<file path="src/rtl/usb32_polling_ltssm.sv">
// usb32_polling_ltssm
// Polling-substate controller for the USB3.2 link LTSSM. Walks the link through
// LFPS -> LFPSPLUS (Gen2 only) -> RXEQ -> ACTIVE -> CONFIGURATION -> POLLING_IDLE
// and reports success (done_u0) or the failure target (SS_DISABLE / COMPLIANCE).
// Optional feature macro: USB32_LANE_DEGRADE_EN -- on the first ACTIVE timeout
// where lane 0 is healthy, the lagging lanes are dropped instead of failing.
module usb32_polling_ltssm #(
   parameter int NUM_LANES      = 2,
   parameter int LFPS_TX_MIN    = 16,
   parameter int LFPS_RX_MIN    = 2,
   parameter int RXEQ_TX_CNT    = 64,
   parameter int TS1_RX_REQ     = 8,
   parameter int TS2_RX_REQ     = 8,
   parameter int TS2_TX_REQ     = 16,
   parameter int IDLE_REQ       = 8,
   parameter int TIMEOUT_CYCLES = 360
) (
   input  logic                 clk,
   input  logic                 reset,
   input  logic                 polling_start,
   input  logic                 polling_abort,
   input  logic [NUM_LANES-1:0] lane_en,
   input  logic                 speed_cap_gen2,
   input  logic [NUM_LANES-1:0] lfps_rx_burst,
   input  logic [NUM_LANES-1:0] lfps_rx_scd,
   input  logic                 lfps_tx_done,
   input  logic                 ts_tx_sent,
   input  logic [NUM_LANES-1:0] ts1_rx_valid,
   input  logic [NUM_LANES-1:0] ts2_rx_valid,
   input  logic [NUM_LANES-1:0] idle_rx,
   output logic                 lfps_tx_req,
   output logic [1:0]           tx_pattern,
   output logic [3:0]           substate,
   output logic [NUM_LANES-1:0] lane_active,
   output logic                 negotiated_gen2,
   output logic                 lane_degraded,
   output logic                 done_u0,
   output logic                 fail_disable,
   output logic                 fail_compliance
);

   function automatic int max_of(input int a, input int b);
      return (a > b) ? a : b;
   endfunction

   localparam int TX_MAX = max_of(max_of(LFPS_TX_MIN, RXEQ_TX_CNT), max_of(TS2_TX_REQ, IDLE_REQ));
   localparam int RX_MAX = max_of(max_of(LFPS_RX_MIN, TS1_RX_REQ), max_of(TS2_RX_REQ, IDLE_REQ));
   localparam int TXW    = $clog2(TX_MAX + 1);
   localparam int RXW    = $clog2(RX_MAX + 1);
   localparam int TMW    = $clog2(TIMEOUT_CYCLES + 1);

   localparam logic [TXW-1:0] TX_SAT     = {TXW{1'b1}};
   localparam logic [RXW-1:0] RX_SAT     = {RXW{1'b1}};
   localparam logic [TMW-1:0] TIMER_LAST = TMW'(TIMEOUT_CYCLES - 1);

   typedef enum logic [2:0] {
      S_IDLE,
      S_LFPS,
      S_LFPSPLUS,
      S_RXEQ,
      S_ACTIVE,
      S_CONFIG,
      S_PIDLE
   } state_t;

   // lane_ltssm_substate_type_enum ordinal of each internal state
   function automatic logic [3:0] substate_code(input state_t s);
      logic [3:0] code;
      case (s)
         S_LFPS:     code = 4'd7;
         S_LFPSPLUS: code = 4'd8;
         S_RXEQ:     code = 4'd11;
         S_ACTIVE:   code = 4'd12;
         S_CONFIG:   code = 4'd13;
         S_PIDLE:    code = 4'd14;
         default:    code = 4'd0;
      endcase
      return code;
   endfunction

   // transmit pattern requested from the PHY agents in each state
   function automatic logic [1:0] pattern_code(input state_t s);
      logic [1:0] code;
      case (s)
         S_RXEQ, S_ACTIVE: code = 2'd1;
         S_CONFIG:         code = 2'd2;
         S_PIDLE:          code = 2'd3;
         default:          code = 2'd0;
      endcase
      return code;
   endfunction

   state_t state;
   state_t state_nxt;

   logic [TXW-1:0]       tx_cnt;
   logic [TXW-1:0]       tx_inc;
   logic [TXW-1:0]       tx_req;
   logic                 tx_ev;
   logic [RXW-1:0]       rx_cnt [NUM_LANES];
   logic [RXW-1:0]       rx_inc [NUM_LANES];
   logic [RXW-1:0]       rx_req;
   logic [NUM_LANES-1:0] rx_ev;
   logic [NUM_LANES-1:0] lane_ok;
   logic [TMW-1:0]       timer;

   logic tx_met;
   logic lanes_met;
   logic timeout;
   logic scd_now;
   logic scd_seen;
   logic burst_seen;
   logic entering;
   logic start_accept;
   logic gen2_set;
   logic done_nxt;
   logic fdis_nxt;
   logic fcomp_nxt;

`ifdef USB32_LANE_DEGRADE_EN
   logic degrade_used;
   logic degrade_fire;
`endif

   // Per-state event selection, saturating counter increments and exit checks.
   always_comb begin
      tx_ev  = 1'b0;
      rx_ev  = {NUM_LANES{1'b0}};
      tx_req = {TXW{1'b0}};
      rx_req = {RXW{1'b0}};
      case (state)
         S_LFPS: begin
            tx_ev  = lfps_tx_done;
            rx_ev  = lfps_rx_burst;
            tx_req = TXW'(LFPS_TX_MIN);
            rx_req = RXW'(LFPS_RX_MIN);
         end
         S_LFPSPLUS: begin
            tx_ev  = lfps_tx_done;
            tx_req = TXW'(LFPS_TX_MIN);
         end
         S_RXEQ: begin
            tx_ev  = ts_tx_sent;
            tx_req = TXW'(RXEQ_TX_CNT);
         end
         S_ACTIVE: begin
            rx_ev  = ts1_rx_valid;
            rx_req = RXW'(TS1_RX_REQ);
         end
         S_CONFIG: begin
            tx_ev  = ts_tx_sent;
            rx_ev  = ts2_rx_valid;
            tx_req = TXW'(TS2_TX_REQ);
            rx_req = RXW'(TS2_RX_REQ);
         end
         S_PIDLE: begin
            tx_ev  = ts_tx_sent;
            rx_ev  = idle_rx;
            tx_req = TXW'(IDLE_REQ);
            rx_req = RXW'(IDLE_REQ);
         end
         default: begin
            tx_ev = 1'b0;
         end
      endcase
      // inactive lanes never contribute
      rx_ev   = rx_ev & lane_active;
      scd_now = |(lfps_rx_scd & lane_active);
      tx_inc  = (tx_ev && (tx_cnt != TX_SAT)) ? tx_cnt + TXW'(1) : tx_cnt;
      for (int i = 0; i < NUM_LANES; i++) begin
         rx_inc[i]  = (rx_ev[i] && (rx_cnt[i] != RX_SAT)) ? rx_cnt[i] + RXW'(1) : rx_cnt[i];
         lane_ok[i] = !lane_active[i] || (rx_inc[i] >= rx_req);
      end
      // exit checks include this cycle's events so a last-cycle exit beats the timeout
      tx_met    = (tx_inc >= tx_req);
      lanes_met = &lane_ok;
      timeout   = (timer == TIMER_LAST) && (state != S_IDLE) && (state != S_RXEQ);
   end

   // Next-state decision and one-cycle result pulses; abort outranks everything.
   always_comb begin
      state_nxt = state;
      gen2_set  = 1'b0;
      done_nxt  = 1'b0;
      fdis_nxt  = 1'b0;
      fcomp_nxt = 1'b0;
`ifdef USB32_LANE_DEGRADE_EN
      degrade_fire = 1'b0;
`endif
      case (state)
         S_IDLE: begin
            if (polling_start) begin
               state_nxt = S_LFPS;
            end else begin
               state_nxt = S_IDLE;
            end
         end
         S_LFPS: begin
            if (tx_met && lanes_met) begin
               if (speed_cap_gen2 && (scd_seen || scd_now)) begin
                  state_nxt = S_LFPSPLUS;
                  gen2_set  = 1'b1;
               end else begin
                  state_nxt = S_RXEQ;
               end
            end else if (timeout) begin
               state_nxt = S_IDLE;
               // a partner that never sent LFPS is treated as a compliance load
               if (burst_seen || (|rx_ev)) begin
                  fdis_nxt = 1'b1;
               end else begin
                  fcomp_nxt = 1'b1;
               end
            end else begin
               state_nxt = S_LFPS;
            end
         end
         S_LFPSPLUS: begin
            if (tx_met) begin
               state_nxt = S_RXEQ;
            end else if (timeout) begin
               state_nxt = S_IDLE;
               fdis_nxt  = 1'b1;
            end else begin
               state_nxt = S_LFPSPLUS;
            end
         end
         S_RXEQ: begin
            if (tx_met) begin
               state_nxt = S_ACTIVE;
            end else begin
               state_nxt = S_RXEQ;
            end
         end
         S_ACTIVE: begin
            if (lanes_met) begin
               state_nxt = S_CONFIG;
            end else if (timeout) begin
`ifdef USB32_LANE_DEGRADE_EN
               if (!degrade_used && lane_ok[0]) begin
                  state_nxt    = S_CONFIG;
                  degrade_fire = 1'b1;
               end else begin
                  state_nxt = S_IDLE;
                  fdis_nxt  = 1'b1;
               end
`else
               state_nxt = S_IDLE;
               fdis_nxt  = 1'b1;
`endif
            end else begin
               state_nxt = S_ACTIVE;
            end
         end
         S_CONFIG: begin
            if (tx_met && lanes_met) begin
               state_nxt = S_PIDLE;
            end else if (timeout) begin
               state_nxt = S_IDLE;
               fdis_nxt  = 1'b1;
            end else begin
               state_nxt = S_CONFIG;
            end
         end
         S_PIDLE: begin
            if (tx_met && lanes_met) begin
               state_nxt = S_IDLE;
               done_nxt  = 1'b1;
            end else if (timeout) begin
               state_nxt = S_IDLE;
               fdis_nxt  = 1'b1;
            end else begin
               state_nxt = S_PIDLE;
            end
         end
         default: begin
            state_nxt = S_IDLE;
         end
      endcase
      if (polling_abort) begin
         state_nxt = S_IDLE;
         gen2_set  = 1'b0;
         done_nxt  = 1'b0;
         fdis_nxt  = 1'b0;
         fcomp_nxt = 1'b0;
`ifdef USB32_LANE_DEGRADE_EN
         degrade_fire = 1'b0;
`endif
      end else begin
         gen2_set = gen2_set;
      end
      entering     = (state_nxt != state);
      start_accept = (state == S_IDLE) && (state_nxt == S_LFPS);
   end

   // FSM state register.
   always_ff @(posedge clk) begin
      if (reset) begin
         state <= S_IDLE;
      end else begin
         state <= state_nxt;
      end
   end

   // Counters, timer, lane mask and per-entry flags.
   always_ff @(posedge clk) begin
      if (reset) begin
         tx_cnt          <= {TXW{1'b0}};
         timer           <= {TMW{1'b0}};
         lane_active     <= {NUM_LANES{1'b0}};
         negotiated_gen2 <= 1'b0;
         scd_seen        <= 1'b0;
         burst_seen      <= 1'b0;
         for (int i = 0; i < NUM_LANES; i++) begin
            rx_cnt[i] <= {RXW{1'b0}};
         end
      end else begin
         if (entering) begin
            tx_cnt <= {TXW{1'b0}};
            timer  <= {TMW{1'b0}};
            for (int i = 0; i < NUM_LANES; i++) begin
               rx_cnt[i] <= {RXW{1'b0}};
            end
         end else begin
            tx_cnt <= tx_inc;
            for (int i = 0; i < NUM_LANES; i++) begin
               rx_cnt[i] <= rx_inc[i];
            end
            if (timer != TIMER_LAST) begin
               timer <= timer + TMW'(1);
            end
         end
         if (start_accept) begin
            // an empty mask still trains lane 0
            lane_active     <= (lane_en == {NUM_LANES{1'b0}}) ? NUM_LANES'(1) : lane_en;
            negotiated_gen2 <= 1'b0;
            scd_seen        <= 1'b0;
            burst_seen      <= 1'b0;
         end else begin
            if (gen2_set) begin
               negotiated_gen2 <= 1'b1;
            end
            if (state == S_LFPS) begin
               scd_seen   <= scd_seen | scd_now;
               burst_seen <= burst_seen | (|rx_ev);
            end
`ifdef USB32_LANE_DEGRADE_EN
            if (degrade_fire) begin
               lane_active <= lane_active & lane_ok;
            end
`endif
         end
      end
   end

`ifdef USB32_LANE_DEGRADE_EN
   // Degrade bookkeeping: one lane drop allowed per Polling entry.
   always_ff @(posedge clk) begin
      if (reset) begin
         lane_degraded <= 1'b0;
         degrade_used  <= 1'b0;
      end else if (start_accept) begin
         lane_degraded <= 1'b0;
         degrade_used  <= 1'b0;
      end else if (degrade_fire) begin
         lane_degraded <= 1'b1;
         degrade_used  <= 1'b1;
      end
   end
`else
   assign lane_degraded = 1'b0;
`endif

   // Registered outputs decoded from the upcoming state.
   always_ff @(posedge clk) begin
      if (reset) begin
         substate        <= 4'd0;
         tx_pattern      <= 2'd0;
         lfps_tx_req     <= 1'b0;
         done_u0         <= 1'b0;
         fail_disable    <= 1'b0;
         fail_compliance <= 1'b0;
      end else begin
         substate        <= substate_code(state_nxt);
         tx_pattern      <= pattern_code(state_nxt);
         lfps_tx_req     <= (state_nxt == S_LFPS) || (state_nxt == S_LFPSPLUS);
         done_u0         <= done_nxt;
         fail_disable    <= fdis_nxt;
         fail_compliance <= fcomp_nxt;
      end
   end

endmodule

</file>
<file path="config.mk">
export PLATFORM = sky130hd
export DESIGN_NAME = usb32_polling_ltssm
export DESIGN_NICKNAME = d
export VERILOG_FILES = /design/src/rtl/usb32_polling_ltssm.sv
export SDC_FILE = /design/constraint.sdc
export NUM_CORES = 1
export LEC_CHECK = 0
export ABC_AREA = 1
export CAP_MARGIN = 30
export CORE_UTILIZATION = 53
export CTS_CLUSTER_DIAMETER = 200
export CTS_CLUSTER_SIZE = 40
export DETAILED_ROUTE_END_ITERATION = 6
export HOLD_SLACK_MARGIN = 0.12
export PLACE_DENSITY = 0.76
export SLEW_MARGIN = 10
export SYNTH_ARGS = -nofsm -noshare
export SYNTH_HDL_FRONTEND = slang
export SYNTH_SLANG_ARGS = --single-unit
</file>
<file path="constraint.sdc">
create_clock -name clk -period 7.4 [get_ports clk]
set_input_delay 1.48 -clock clk [delete_from_list [all_inputs] [get_ports clk]]
set_output_delay 1.48 -clock clk [all_outputs]
set_load 0.01 [all_outputs]
</file>
==> results of run 1 <==
sequential cells by signal (all words and copies together), names as in the netlist:
register	count
substate	4
tx_pattern	2
fail_disable	1
scd_seen	1
done_u0	1
rx_cnt	8
lane_active	2
burst_seen	1
fail_compliance	1
tx_cnt	7
state	3
lfps_tx_req	1
negotiated_gen2	1
timer	9
where the power goes:
group	total, mW	internal (mW)	switching [mW]
combinational	0.0840	0.0347	0.0492
clock	0.200	0.120	0.0803
sequential	0.251	0.242	0.00940
worst max path at each step:
stage	startpoint	to	slack, ps
finish	lfps_tx_done	rx_cnt[0][7]	2630
global placement	lfps_tx_done	rx_cnt[0][6]	2400
CTS	lfps_tx_done	rx_cnt[0][7]	2640
floorplan	lfps_tx_done	rx_cnt[0][1]	3170
global route	lfps_tx_done	rx_cnt[0][7]	2280
detailed placement	lfps_tx_done	rx_cnt[0][7]	2330
per-stage QoR:
stage / utilization [%] / total power, mW / cell area, um^2
final: 64.2 / 0.535 / 3280
after CTS: 64.2 / 0.537 / 3280
after detailed placement: 61.7 / 0.340 / 3150
after floorplan: - / 0.315 / 2830
after global placement: 61.7 / 0.338 / 3150
after global routing: 64.2 / 0.560 / 3280
cell usage in the layout, fill, tap and decap left out, types with 9 or more instances in the layout:
cell	n
nor2_1	27
conb_1	9
nand2_1	62
nand3_1	36
nor3_2	21
nand4_1	14
inv_1	54
ha_1	11
clkdlybuf4s50_1	31
nand2_2	12
xor2_1	9
nor3_1	12
dfxtp_1	34
cell type report:
| type | instances | area, um^2 | area share, % |
|---|---|---|---|
| inverter | 56 | 213 | 6.49 |
| clock buffer | 6 | 93.8 | 2.86 |
| timing repair buffer | 31 | 310 | 9.47 |
| clock inverter | 2 | 33.8 | 1.03 |
| multi-input combinational | 263 | 1620 | 49.4 |
| tap | 70 | 87.6 | 2.67 |
| sequential | 42 | 921 | 28.1 |
layer usage:
metal | routed length (um) | GRT usage, % | vias to the layer above | share of wire (%)
met5 | 0 | 0 | - | 0
met4 | 112 | 7.55 | 0 | 1.8
met3 | 235 | 4.69 | 14 | 3.9
met2 | 2890 | 40.9 | 60 | 48
met1 | 2830 | 30.0 | 1104 | 47
li1 | - | - | 1246 | -
kinds of logic (layout without fill, tap and decap cells):
kind of cell / Yosys count / after routing
compound gates: 17 / 17
xor+xnor: 15 / 15
fa+ha+maj: 11 / 11
buf+inv: 65 / 95
flops: 42 / 42
mux: 3 / 3
other cells: 2 / 9
simple gates: 208 / 208
Yosys cell counts (2+ instances only):
master	count	area, um^2
and2_1	2	12.5
ha_1	11	138
edfxtp_1	8	240
nor3_2	21	210
nand3_2	3	30.0
nor3_1	12	60.1
buf_4	2	15.0
dfxtp_1	34	681
nand3_4	2	35.0
buf_6	5	56.3
nor4_1	2	12.5
inv_1	54	203
o21ai_0	2	10.0
nand2_2	12	75.1
nand2_1	62	233
nor2_2	6	37.5
nand2_4	3	33.8
mux2i_1	3	30.0
nand3b_1	2	15.0
a21oi_1	6	30.0
xor2_1	9	78.8
nand3_1	36	180
xnor2_1	6	52.6
o22ai_1	2	12.5
nor2_1	27	101
nand4_1	14	87.6
nor2_4	2	22.5
conb_1	2	7.51
worst register-to-register path: stages (launching register included):
cell     delay (ps)
dfxtp_1         550
inv_4           100
nor2_2          220
nand2_2         140
nand2_1         100
nand2_1          90
nand2_4         110
nand2_4          80
nor4b_1         320
xor2_1          240
inv_1            70
ha_1            290
inv_1            80
nor2_1           40
nor2_1          100
nor2_2           60
nor2_4          120
nand2_2         110
nand3_4         140
nand3_2          90
nand3_1         150
nand2_2         120
nand2_1         130
nand3_4         330
nor3_2          300
==> metrics, run 1 <==
placed cell count=between 400 and 500; slowest library cell on the worst path=clkdlybuf4s50_1; Core Footprint=~5000 um^2; clock skew=around 6.5 ps; cell count after synthesis=between 300 and 400; worst flop-to-flop path endpoint=rx_cnt[0][7]; clock slew at reported path FFs=approximately 80 ps; worst-skew pair later-pin latency=300 ps; Warnings, synthesis=0; worst slack at placement=about 2300 ps; Mapped Avg Cell Area=between 7 and 8 um^2; Tmin final=4770 ps; min-delay worst type=register to register; Synth cell types=41; CTS-repair resized insts=0; All-Layer GR Usage=23.8%; Hold Path End=scd_seen; antenna violations before repair=0; Worst Path Buf+Inv=3; normalized max-slew margin=a little over half; Worst EP arrival=a little under 5000 ps; mux cell area share after synthesis=under 10%; EDFF count, synth=8; Crit Path Max Fanout=24; Max Cap Viol=0; worst slew pin tran=approximately 700 ps; largest family of logic cells by synthesized area=simple AND/OR/NAND/NOR gates; origin of the critical flop-to-flop path=state[0]; Min Hold Slack=between 400 and 500 ps; Max IR drop VDD=approximately 0.11 mV; RSZ-0062 raised after global routing=false; CTS tree=built; DRC=0; Vias=around 2400; Die W=74.8 um; Finish-stage setup viols=0; first-pass GRT wire length=10200 um; postcts setup bufs=0; Detail Route Antenna Nets=0; fraction of layout cells with a size suffix above 1=approximately 15%; Cell Rows=26; async set or reset register ratio after synthesis=0%; Num CTS Buffers=5; register area share after synthesis=32.8%; worst hold path depth=2; Worst Setup End Kind=register; Ant. Diodes=0; CP top delay family=simple AND/OR/NAND/NOR gates; leakage=between 1 and 1.5 nW; Setup TNS=0 ps; post-synthesis compound-gate area fraction=3.93%; vias in the first global route=between 2000 and 2500; xor/xnor share of the synthesized area=4.68%; port buffer count=31; clock sinks=42; pin count of the biggest net entering global routing=25; IO Pins=33; cell breakdown of the critical path=clkdlybuf4s50_1, nand2_1, nand2_4, nand2_4, nor4b_1, xor2_1, inv_1, ha_1, inv_1, nor2_1, nor2_1, nor2_2, nor2_4, nand2_2, nand3_4, nand3_2, nand3_1, nand2_2, nand2_1, nand3_4, nor3_2; synthesized cell area=about 2800 um^2; hold_sp=scd_seen; CTS Hold Bufs=0; pwr dens=163 nW/um^2; DR WL/cell=12.9 um; CTS Root Cell=clkbuf_8; H-tree depth=2; R2R depth=24; post-synthesis adder-cell area fraction=just under 5%; Post-synth top flop=dfxtp_1; Final WS setup=between 2000 and 3000 ps; total routed wirelength=6070 um; status=complete, no violations; fin crit share=around 64%; count of state elements after synthesis=42; fin. max-slew vios=0; Max Freq=210 MHz; Clock Path Buffers=2; r2r setup slk=around 3200 ps; WS Path Type=input pin to register; Data required, critical path=approximately 7500 ps; final hold violations=0; CP max stage delay=approximately 460 ps; final layout net count=about 430; Die Y=about 75 um; startpoint type of the worst setup path=input pin; post-layout instance count excluding filler cells=470; HPWL Detailed=~4700 um; area delta synth->final=16.8%; Initial Util=54.9%; via density per instance=between 5 and 6; GRT overflow=0; Final GP Congestion=a little under 1; Layout fillers=about 450; 1st-iter DRT viols=about 130; die area=about 5600 um^2; critical path depth in cells=21; Post-Synth Simple-Gate Area=around two fifths; First-pass DRT Iterations=4
(Power assumes the default switching activity.)
==> run 2: changes to the inputs <==
--- a/config.mk
+++ b/config.mk
@@ -7,12 +7,12 @@
 export LEC_CHECK = 0
 export ABC_AREA = 1
 export CAP_MARGIN = 30
-export CORE_UTILIZATION = 53
+export CORE_UTILIZATION = 51
 export CTS_CLUSTER_DIAMETER = 200
 export CTS_CLUSTER_SIZE = 40
 export DETAILED_ROUTE_END_ITERATION = 6
 export HOLD_SLACK_MARGIN = 0.12
-export PLACE_DENSITY = 0.76
+export PLACE_DENSITY = 0.77
 export SLEW_MARGIN = 10
 export SYNTH_ARGS = -nofsm -noshare
 export SYNTH_HDL_FRONTEND = slang
==> constraint.sdc (replaced) <==
create_clock -name clk -period 4.1 [get_ports clk]
set_input_delay 0.82 -clock clk [delete_from_list [all_inputs] [get_ports clk]]
set_output_delay 0.82 -clock clk [all_outputs]
set_load 0.01 [all_outputs]
==> run 2 against run 1 <==
Effect of this change: utilization up 3.4 points; clock power increased by 70%; flip-flop and latch count unchanged; sequential share of layout area decreased by 1.8 points; critical path depth is 3 higher; clock-buffer cell count stayed put; clock skew down 3.3 ps; worst hold slack improved by 4.1 ps; non-clock buffer count increased by 22; die area up 3.8%; combinational power up 130%; highest routed layer unchanged.
==> metrics, run 2 (synthesized netlist as in run 1, its figures left out) <==
R2R depth=27; Num CTS Buffers=5; placed cell count=a little under 500; worst-skew pair later-pin latency=roughly 300 ps; pin count of the biggest net entering global routing=14; commonest non-fill, non-tap cell in the layout=nand2_1; Finish-stage setup viols=0; First-pass DRT Iterations=5; max reg flops=9; Max Cap Viol=0; Max Freq=260 MHz; Die W=~76 um; most frequent cells in the layout=nand2_1, inv_1, nand3_1, dfxtp_1, clkdlybuf4s50_1; Hold Path End=scd_seen; Detail Route Antenna Nets=0; clock slew at reported path FFs=80 ps; 1st-iter DRT viols=~160; met1 Use GR=26.9%; grt met3 use=under 10%; Worst EP arrival=roughly 4000 ps; All-Layer GR Usage=23.4%; final layout net count=around 450; Worst Setup End Kind=register; Tmin final=between 3000 and 4000 ps; normalized max-slew margin=a little under half; biggest regs=timer (9), rx_cnt (8), tx_cnt (7); total routed wirelength=about 6700 um; clock skew=~3.2 ps; Cell Rows=26; status=complete, no violations; min-delay worst type=register to register; via density per instance=5.18; origin of the critical flop-to-flop path=state[0]; pwr dens=between 200 and 300 nW/um^2; Max IR drop VDD=between 0.15 and 0.2 mV; startpoint type of the worst setup path=input pin; GRT busiest layer=met2; first-pass GRT wire length=~11000 um; Layout fillers=447; port buffer count=31; leakage=approximately 1.6 nW; Clock Path Buffers=2; Vias=between 2000 and 3000; Crit Path Max Fanout=7; GRT overflow=0; final hold violations=0; CTS tree=built; Die Y=about 76 um; Initial Util=roughly 54%; clock sinks=42; DRC=0; hold_sp=scd_seen; worst slack at placement=-132 ps; fraction of layout cells with a size suffix above 1=21.6%; Biggest register=timer; worst flop-to-flop path endpoint=timer[1]; post-layout instance count excluding filler cells=between 400 and 500; fin util=roughly two thirds; Setup TNS=0 ps; fin crit share=93.9%; Final WS setup=about 250 ps; Core Footprint=5200 um^2; vias in the first global route=around 2400; r2r setup slk=310 ps; Ant. Diodes=0; Final GP Congestion=around 0.9; WS Path Type=input pin to register; worst hold path depth=2; CTS Root Cell=clkbuf_8; area delta synth->final=25.3%; fin. max-slew vios=0; DR WL/cell=between 10 and 15 um; Data required, critical path=~4300 ps; antenna violations before repair=0; die area=between 5000 and 6000 um^2; HPWL Detailed=approximately 5000 um; M2 GR Usage=between 40% and 50%; IO Pins=33; H-tree depth=2; worst slew pin tran=roughly 790 ps
[run 2: cell type report]
| cell class | instances | area, um^2 | area share [%] |
|---|---|---|---|
| Multi-Input combinational cell | 264 | 1650 | 47.0 |
| Sequential cell | 42 | 925 | 26.3 |
| Timing Repair Buffer | 53 | 526 | 14.9 |
| Inverter | 56 | 213 | 6.05 |
| Tap cell | 70 | 87.6 | 2.49 |
| Clock buffer | 6 | 82.6 | 2.35 |
| Clock inverter | 1 | 30.0 | 0.854 |
[run 2: worst max-delay path, cell delays in order]
cell and delay [ps]:
clkdlybuf4s50_1 460, nand2_1 80, nand2_4 80, nand2_4 50
nor4b_2 260, xor2_1 250, inv_1 80, ha_1 290
inv_1 80, nor2_1 40, nor2_1 120, nor2_2 70
nor2_4 120, nand2_2 110, nand3_4 130, nand2_1 60
nor2_1 120, nor2_2 80, nand2_2 70, nand2_1 80
nand2_2 140, nand3b_4 180, buf_12 180, nor3_1 120
[run 2: worst max-delay path by stage]
stage                       startpoint      endpoint  slack, ps  cells past startpoint
final                       ts_tx_sent      timer[1]        250                     24
after global routing        ts_tx_sent      timer[1]        -20                     24
after CTS                     state[2]  rx_cnt[0][5]        100                     24
after detailed placement    ts_tx_sent     tx_cnt[0]       -130                     24
after global placement    lfps_tx_done  rx_cnt[0][5]         20                     22
after floorplan           lfps_tx_done  rx_cnt[0][1]        530                     22
[run 2: metal layers]
metal	up-vias	share of wire, %
li1	1295	-
met1	1155	42
met2	82	50
met3	19	5.2
met4	0	2.9
met5	-	0
[run 2: timing repair]
action                     CTS  global route
setup endpoints to repair    0            32
hold buffers                 0             0
buffers inserted             0             1
gates resized for setup      0             9
[run 2: power breakdown]
part / switching (mW) / leakage [nW] / internal, mW
logic: 0.100 / 1.18 / 0.0884
clock network: 0.146 / 0.0573 / 0.195
registers: 0.0171 / 0.359 / 0.436
[run 2: through the flow]
stage | hold WS, ps | area [um^2] | power (mW)
6_report | 489 | 3520 | 0.983
5_1_grt | 531 | 3520 | 1.03
4_1_cts | 489 | 3460 | 0.975
3_5_place_dp | 469 | 3340 | 0.637
3_3_place_gp | 459 | 3340 | 0.632
2_1_floorplan | 446 | 2830 | 0.568
